$ cat src/rtl/seg_scan_driver.sv
// seg_scan_driver: two-group multiplexed 7-segment scan driver.
// Frame-latched data, dead-time blanking, free-running blink.
package project_pkg;

   typedef logic [4:0] code_t;

   localparam code_t CHAR_0   = 5'd0;
   localparam code_t CHAR_1   = 5'd1;
   localparam code_t CHAR_2   = 5'd2;
   localparam code_t CHAR_3   = 5'd3;
   localparam code_t CHAR_4   = 5'd4;
   localparam code_t CHAR_5   = 5'd5;
   localparam code_t CHAR_6   = 5'd6;
   localparam code_t CHAR_7   = 5'd7;
   localparam code_t CHAR_8   = 5'd8;
   localparam code_t CHAR_9   = 5'd9;
   localparam code_t CHAR_A   = 5'd10;
   localparam code_t CHAR_B   = 5'd11;
   localparam code_t CHAR_C   = 5'd12;
   localparam code_t CHAR_D   = 5'd13;
   localparam code_t CHAR_E   = 5'd14;
   localparam code_t CHAR_F   = 5'd15;
   localparam code_t CHAR_H   = 5'd16;
   localparam code_t CHAR_L   = 5'd17;
   localparam code_t CHAR_P   = 5'd18;
   localparam code_t CHAR_BLK = 5'd31;

   // {dp,g,f,e,d,c,b,a}, active-high; unknown codes go dark
   function automatic logic [7:0] code_to_seg(input code_t c);
      logic [7:0] s;
      case (c)
         CHAR_0:  s = 8'h3F;
         CHAR_1:  s = 8'h06;
         CHAR_2:  s = 8'h5B;
         CHAR_3:  s = 8'h4F;
         CHAR_4:  s = 8'h66;
         CHAR_5:  s = 8'h6D;
         CHAR_6:  s = 8'h7D;
         CHAR_7:  s = 8'h07;
         CHAR_8:  s = 8'h7F;
         CHAR_9:  s = 8'h6F;
         CHAR_A:  s = 8'h77;
         CHAR_B:  s = 8'h7C;
         CHAR_C:  s = 8'h39;
         CHAR_D:  s = 8'h5E;
         CHAR_E:  s = 8'h79;
         CHAR_F:  s = 8'h71;
         CHAR_H:  s = 8'h76;
         CHAR_L:  s = 8'h38;
         CHAR_P:  s = 8'h73;
         default: s = 8'h00;
      endcase
      return s;
   endfunction

endpackage

module seg_scan_driver
   import project_pkg::*;
#(
   parameter int SCAN_DIV  = 100_000,
   parameter int DEAD_CYC  = 2_000,
   parameter int BLINK_DIV = 25_000_000
) (
   input  logic            clk,
   input  logic            rst_n,
   input  logic            disp_en,
   input  code_t [7:0]     seg_data,
   input  logic  [7:0]     seg_blink,
   output logic  [7:0]     seg_an,
   output logic  [7:0]     seg_l,
   output logic  [7:0]     seg_r,
   output logic            frame_tick
);

   localparam int PW = (SCAN_DIV > 1) ? $clog2(SCAN_DIV) : 1;
   localparam int BW = (BLINK_DIV > 1) ? $clog2(BLINK_DIV) : 1;
   localparam logic [PW-1:0] PRE_MAX = PW'(SCAN_DIV - 1);
   localparam logic [BW-1:0] BLK_MAX = BW'(BLINK_DIV - 1);
   localparam logic [PW:0]   DEAD    = (PW + 1)'(DEAD_CYC);

   logic [PW-1:0] pre_q, pre_d;
   logic [1:0]    slot_q, slot_d;
   logic [BW-1:0] blk_q, blk_d;
   logic          phase_q, phase_d;
   code_t [7:0]   sh_data_q, sh_data_d;
   logic [7:0]    sh_blink_q, sh_blink_d;
   logic [7:0]    an_q, an_d;
   logic [7:0]    l_q, l_d;
   logic [7:0]    r_q, r_d;
   logic          tick_q, tick_d;

   logic          frame_start;
   logic          pre_term;

   // Scan/blink counters and frame-boundary shadow capture
   always_comb begin
      pre_term    = (pre_q == PRE_MAX);
      frame_start = (slot_q == 2'd0) && (pre_q == '0);
      pre_d       = pre_term ? '0 : pre_q + 1'b1;
      slot_d      = pre_term ? slot_q + 2'd1 : slot_q;
      blk_d       = (blk_q == BLK_MAX) ? '0 : blk_q + 1'b1;
      phase_d     = (blk_q == BLK_MAX) ? ~phase_q : phase_q;
      sh_data_d   = frame_start ? seg_data : sh_data_q;
      sh_blink_d  = frame_start ? seg_blink : sh_blink_q;
      tick_d      = (slot_d == 2'd0) && (pre_d == '0);
   end

   logic [2:0] idx_l, idx_r;
   logic       blank, sup_l, sup_r;

   // Pin values for the current slot; registered below
   always_comb begin
      idx_l = {1'b1, slot_q};
      idx_r = {1'b0, slot_q};
      blank = !disp_en || ({1'b0, pre_q} < DEAD);
      sup_l = sh_blink_d[idx_l] & phase_q;
      sup_r = sh_blink_d[idx_r] & phase_q;
      an_d  = '0;
      l_d   = '0;
      r_d   = '0;
      if (!blank) begin
         if (!sup_l) begin
            an_d[idx_l] = 1'b1;
            l_d         = code_to_seg(sh_data_d[idx_l]);
         end
         if (!sup_r) begin
            an_d[idx_r] = 1'b1;
            r_d         = code_to_seg(sh_data_d[idx_r]);
         end
      end
   end

   // State and output registers
   always_ff @(posedge clk or negedge rst_n) begin
      if (!rst_n) begin
         pre_q      <= '0;
         slot_q     <= '0;
         blk_q      <= '0;
         phase_q    <= 1'b0;
         sh_data_q  <= {8{CHAR_BLK}};
         sh_blink_q <= '0;
         an_q       <= '0;
         l_q        <= '0;
         r_q        <= '0;
         tick_q     <= 1'b0;
      end else begin
         pre_q      <= pre_d;
         slot_q     <= slot_d;
         blk_q      <= blk_d;
         phase_q    <= phase_d;
         sh_data_q  <= sh_data_d;
         sh_blink_q <= sh_blink_d;
         an_q       <= an_d;
         l_q        <= l_d;
         r_q        <= r_d;
         tick_q     <= tick_d;
      end
   end

   assign seg_an     = an_q;
   assign seg_l      = l_q;
   assign seg_r      = r_q;
   assign frame_tick = tick_q;

endmodule
$ cat config.mk
export PLATFORM = sky130hd
export DESIGN_NAME = seg_scan_driver
export DESIGN_NICKNAME = d
export VERILOG_FILES = /design/src/rtl/seg_scan_driver.sv
export SDC_FILE = /design/constraint.sdc
export NUM_CORES = 1
export LEC_CHECK = 0
export CELL_PAD_IN_SITES_DETAIL_PLACEMENT = 0
export CELL_PAD_IN_SITES_GLOBAL_PLACEMENT = 1
export CORE_MARGIN = 10
export CORE_UTILIZATION = 38
export DETAILED_ROUTE_END_ITERATION = 10
export GPL_TIMING_DRIVEN = 0
export PLACE_DENSITY = 0.69
export SKIP_CTS_REPAIR_TIMING = 1
export SYNTH_ARGS = -nofsm -noshare
export SYNTH_HDL_FRONTEND = slang
export SYNTH_SLANG_ARGS = --single-unit
$ cat constraint.sdc
create_clock -name clk -period 9.6 [get_ports clk]
set_clock_uncertainty 0.05 [all_clocks]
set_input_delay 0.96 -clock clk [delete_from_list [all_inputs] [get_ports clk]]
set_output_delay 0.96 -clock clk [all_outputs]
set_load 0.1 [all_outputs]
==> impl.org <==
** Run status
- Run status :: complete, no violations

** Synthesis
- Yosys warns :: 0
- The synthesized design spends more area on one cell type than any other, namely sky130_fd_sc_hd__dfrtp_1.
- Async SR Flop Fraction :: 100%
- EDFF count, synth :: 0
- Total standard cell area after synthesis :: 5880 um2
- Ranked by total cell area, the synthesized netlist is headed by sky130_fd_sc_hd__dfrtp_1 32%, sky130_fd_sc_hd__dfstp_2 18%, sky130_fd_sc_hd__mux2_2 7.5%, sky130_fd_sc_hd__mux4_2 7.3%, sky130_fd_sc_hd__ha_1 4.0%.
- Synthesis instantiated 53 different standard cells from the library.
- Post-synthesis area per instance :: 11.8 um2
- Synth cell count leaders :: 76 x sky130_fd_sc_hd__dfrtp_1, 44 x sky130_fd_sc_hd__nor2_1, 40 x sky130_fd_sc_hd__dfstp_2, 39 x sky130_fd_sc_hd__mux2_2, 32 x sky130_fd_sc_hd__nand2_1
- Gate count of the mapped netlist :: 499
- Share of Yosys cell area claimed by the top area cell type :: 32.4%
- Proportion of synthesized chip area in sequential cells :: 50.2%
- Yosys reg bits :: 116
- Yosys instantiated no cell more often than sky130_fd_sc_hd__dfrtp_1.
- The most used flip-flop cell after synthesis is sky130_fd_sc_hd__dfrtp_1.

** Finish
- Fill cells in the final layout number 1,375.
- Summing all multi-input logic gate instances after layout gives 2720 um2.
- At the end of the flow, the number of nets in the layout was 663.
- Once layout is done, the placed cells without fillers occupy 7440 um2.
- From synthesis to final layout, the design area changed by 26.6%.
- Of the cells placed in the final design, the portion with a size suffix greater than 1 is 23.1%.
- 0 antenna diodes ended up in the layout.
- Sequential Area :: 2950 um2

** Worst setup path
- Data on the critical path is required at its endpoint by 9.80 ns.
- Reg-to-reg setup timing slack :: 4.34 ns
- In this design, the stage delay of the slowest critical-path cell is 0.75 ns.
- CP endpoint kind :: flop
- Cell repeated most along the worst path :: sky130_fd_sc_hd__ha_1
- Crit path DAT :: 5.45 ns
- Type of the worst setup path :: flop to flop
- Reg-to-reg endpoint :: seg_r[5]
- Critical-path cell list :: inv_1, buf_1, clkbuf_1, ha_1, nor4bb_1, nand3_1, nor2_4, buf_6, mux2_2, mux4_2, ha_1, o21ai_0, a21oi_1, a2111oi_1
- Measured in cells, the most critical reg-to-reg path has a length of 14.
- Among all stages on the critical path, the largest delay is contributed by sky130_fd_sc_hd__clkbuf_1.
- Of all nets on the critical path, the largest fanout is 11.
- Start of the worst register-to-register path :: slot_q[1]
- The worst setup path is launched from a flop.

** Min path
- The worst hold path belongs to the class flop to flop.
- The startpoint identified for the worst hold timing path is blk_q[0].
- Worst-case hold path end point :: blk_q[0]
- Number of cells traversed by the worst hold path :: 1

** Floorplanning
- Site Rows :: 45
- I/O pin cnt :: 76
- Total die area :: 20,800 um2
- Area of the core :: 15,200 um2
- Effective utilization at floorplan :: 38.7%
- Chip Width :: 144 um
- Die Ht :: 144 um

** Routing
- TritonRoute pass-1 iters :: 5
- Wire length per cell :: 17.6 um
- Count of routing violations after the opening detailed-route iteration :: 237
- Via density :: 5.13
- DRC viols :: 0
- The routed design has 14.0 mm of wire.
- Summing over every cut layer, the via total after detailed routing is 4,075.
- In this run the remaining antenna-violating nets after routing total 0.

** Placed design
- The count of buffers added on input and output ports is 73.
- Routability-driven placement congestion ratio :: 0.851
- Area post-placement :: 6880 um2
- Pre-CTS worst setup slack :: 4.17 ns
- Half-perimeter wire length after detailed placement :: 10.3 mm

** GRT
- Vias in the first global route :: 4,093
- Wire length of the first global-routing pass :: 22.2 mm
- Total gr overflow :: 0
- The number of antenna violations at the first check in global routing is 0.
- Across every metal layer, demand over resource in global routing totals 13.8%.
- Entering global routing, the biggest net connects 70 pins.

** Timing
- The final count of pins violating max slew came to 0.
- Post-layout min period :: 5.26 ns
- After layout, the worst setup slack is 4.34 ns.
- The final number of hold-violating endpoints was 0.
- Final period utilization :: 54.8%
- Setup repair after global routing left no endpoint under its margin.
- Worst slew margin relative to its limit :: 33.8%
- Pin slew with the least headroom to its limit :: 0.990 ns
- Upper clock frequency limit :: 190 MHz
- Adding up every negative setup slack in the final design gives 0 ns.
- Setup violations remaining at the end of the flow were counted as 0.

** Clock tree
- CTS placed an instance of sky130_fd_sc_hd__clkbuf_16 at the clock tree root.
- In this run the number of H-tree levels came out at 4.
- TritonCTS clock tree :: built
- The clock net in this run drives a total of 116 sinks.
- Maximum buffer depth of the clock tree :: 2
- The later pin in the worst-skew pair is clocked with a latency of 0.41 ns.
- Clock buffers created by TritonCTS :: 17
- Clock-pin slew was measured on the worst setup and hold paths at 0.05 ns.

** Pwr
- Across the VDD grid, the largest voltage drop is 107 uV.
- Dividing total power by cell area gives a power density of 160 nW/um2.
- Leakage :: 3.17 nW
- Design Power :: 1.19 mW

** Run
- Max-capacitance violation count :: 0
[cell families after synthesis]
kind of cell	after synthesis	share of synthesized area [%]
flip-flops	116	50.2
XOR/XNOR	37	5.51
AO/OA/AOI/OAI	51	5.64
multiplexers	78	18.2
AND/OR/NAND/NOR	152	12.8
other	1	0.0638
adder cells (fa/ha/maj)	19	4.04
buffers and inverters	45	3.53
[stage by stage]
step	utilization [%]	std cells	hold slack, ns
5_1_grt	48.9	794	0.452
3_3_place_gp	45.0	761	0.423
2_1_floorplan	-	500	0.398
3_5_place_dp	45.2	762	0.430
4_1_cts	48.9	794	0.437
6_report	48.9	794	0.435
[flip-flops by register name, summed over array words and instances, names as in the netlist]
name,cells
sh_blink_q,8
blk_q,25
seg_r,7
frame_tick,1
seg_l,7
phase_q,1
slot_q,2
seg_an,8
pre_q,17
sh_data_q,40
[cells in the final DEF (no fill, tap or decap), types with 4 or more instances in the layout]
master                             n
sky130_fd_sc_hd__clkbuf_1         14
sky130_fd_sc_hd__nand3_1          22
sky130_fd_sc_hd__and3_1           11
sky130_fd_sc_hd__mux2_2           39
sky130_fd_sc_hd__ha_1             19
sky130_fd_sc_hd__nor3_1            8
sky130_fd_sc_hd__mux4_2           19
sky130_fd_sc_hd__xnor2_1          14
sky130_fd_sc_hd__a21oi_1           9
sky130_fd_sc_hd__nand4_1           7
sky130_fd_sc_hd__dfstp_2          40
sky130_fd_sc_hd__clkbuf_16        18
sky130_fd_sc_hd__xor2_1           23
sky130_fd_sc_hd__nand2_1          32
sky130_fd_sc_hd__nor2_1           44
sky130_fd_sc_hd__buf_2             4
sky130_fd_sc_hd__o21ai_0          14
sky130_fd_sc_hd__a31oi_1           5
sky130_fd_sc_hd__clkdlybuf4s50_1  72
sky130_fd_sc_hd__dfrtp_1          76
sky130_fd_sc_hd__mux2i_1          20
sky130_fd_sc_hd__nor4_1            9
sky130_fd_sc_hd__inv_1            25
[final cells by class]
cell class | count | share of cell area [%]
Tap cell | 188 | 3.16
Inverter | 26 | 1.31
Timing Repair Buffer | 74 | 10.2
Clock inverter | 4 | 0.605
Buffer | 19 | 1.48
Multi-Input combinational cell | 339 | 36.6
Clock buffer | 28 | 6.96
Sequential cell | 116 | 39.7
[power breakdown]
part,internal [mW],switching (mW),total (mW)
registers,0.507,0.00344,0.510
clock network,0.390,0.206,0.597
logic,0.0410,0.0417,0.0827
[how the worst max path moves through the flow]
| stage | start | to | slack (ns) | cells after the start |
|---|---|---|---|---|
| detailed placement | slot_q[1] | seg_r[5] | 4.17 | 14 |
| global placement | rst_n | seg_l[5] | 3.16 | 1 |
| finish | slot_q[1] | seg_r[5] | 4.34 | 14 |
| floorplan | slot_q[1] | seg_r[5] | 5.44 | 14 |
| global route | slot_q[1] | seg_r[5] | 3.77 | 14 |
| CTS | slot_q[1] | seg_r[5] | 4.15 | 14 |
[worst max-delay path, delay by kind of cell (launching register included)]
family	cells	cell delay (ns)
compound gates	3	0.76
fa+ha+maj	2	0.60
buf+inv	4	1.75
flops	1	0.42
mux	2	0.92
simple gates	3	0.56
[routing by layer]
| layer | global-route usage [%] | vias to the layer above | part of all wire (%) |
|---|---|---|---|
| met1 | 19.1 | 2014 | 48 |
| li1 | - | 1962 | - |
| met3 | 3.84 | 11 | 4.8 |
| met5 | 0 | - | 0 |
| met4 | 4.73 | 0 | 1.1 |
| met2 | 20.4 | 88 | 46 |
Power figures use the tool's default switching activity.
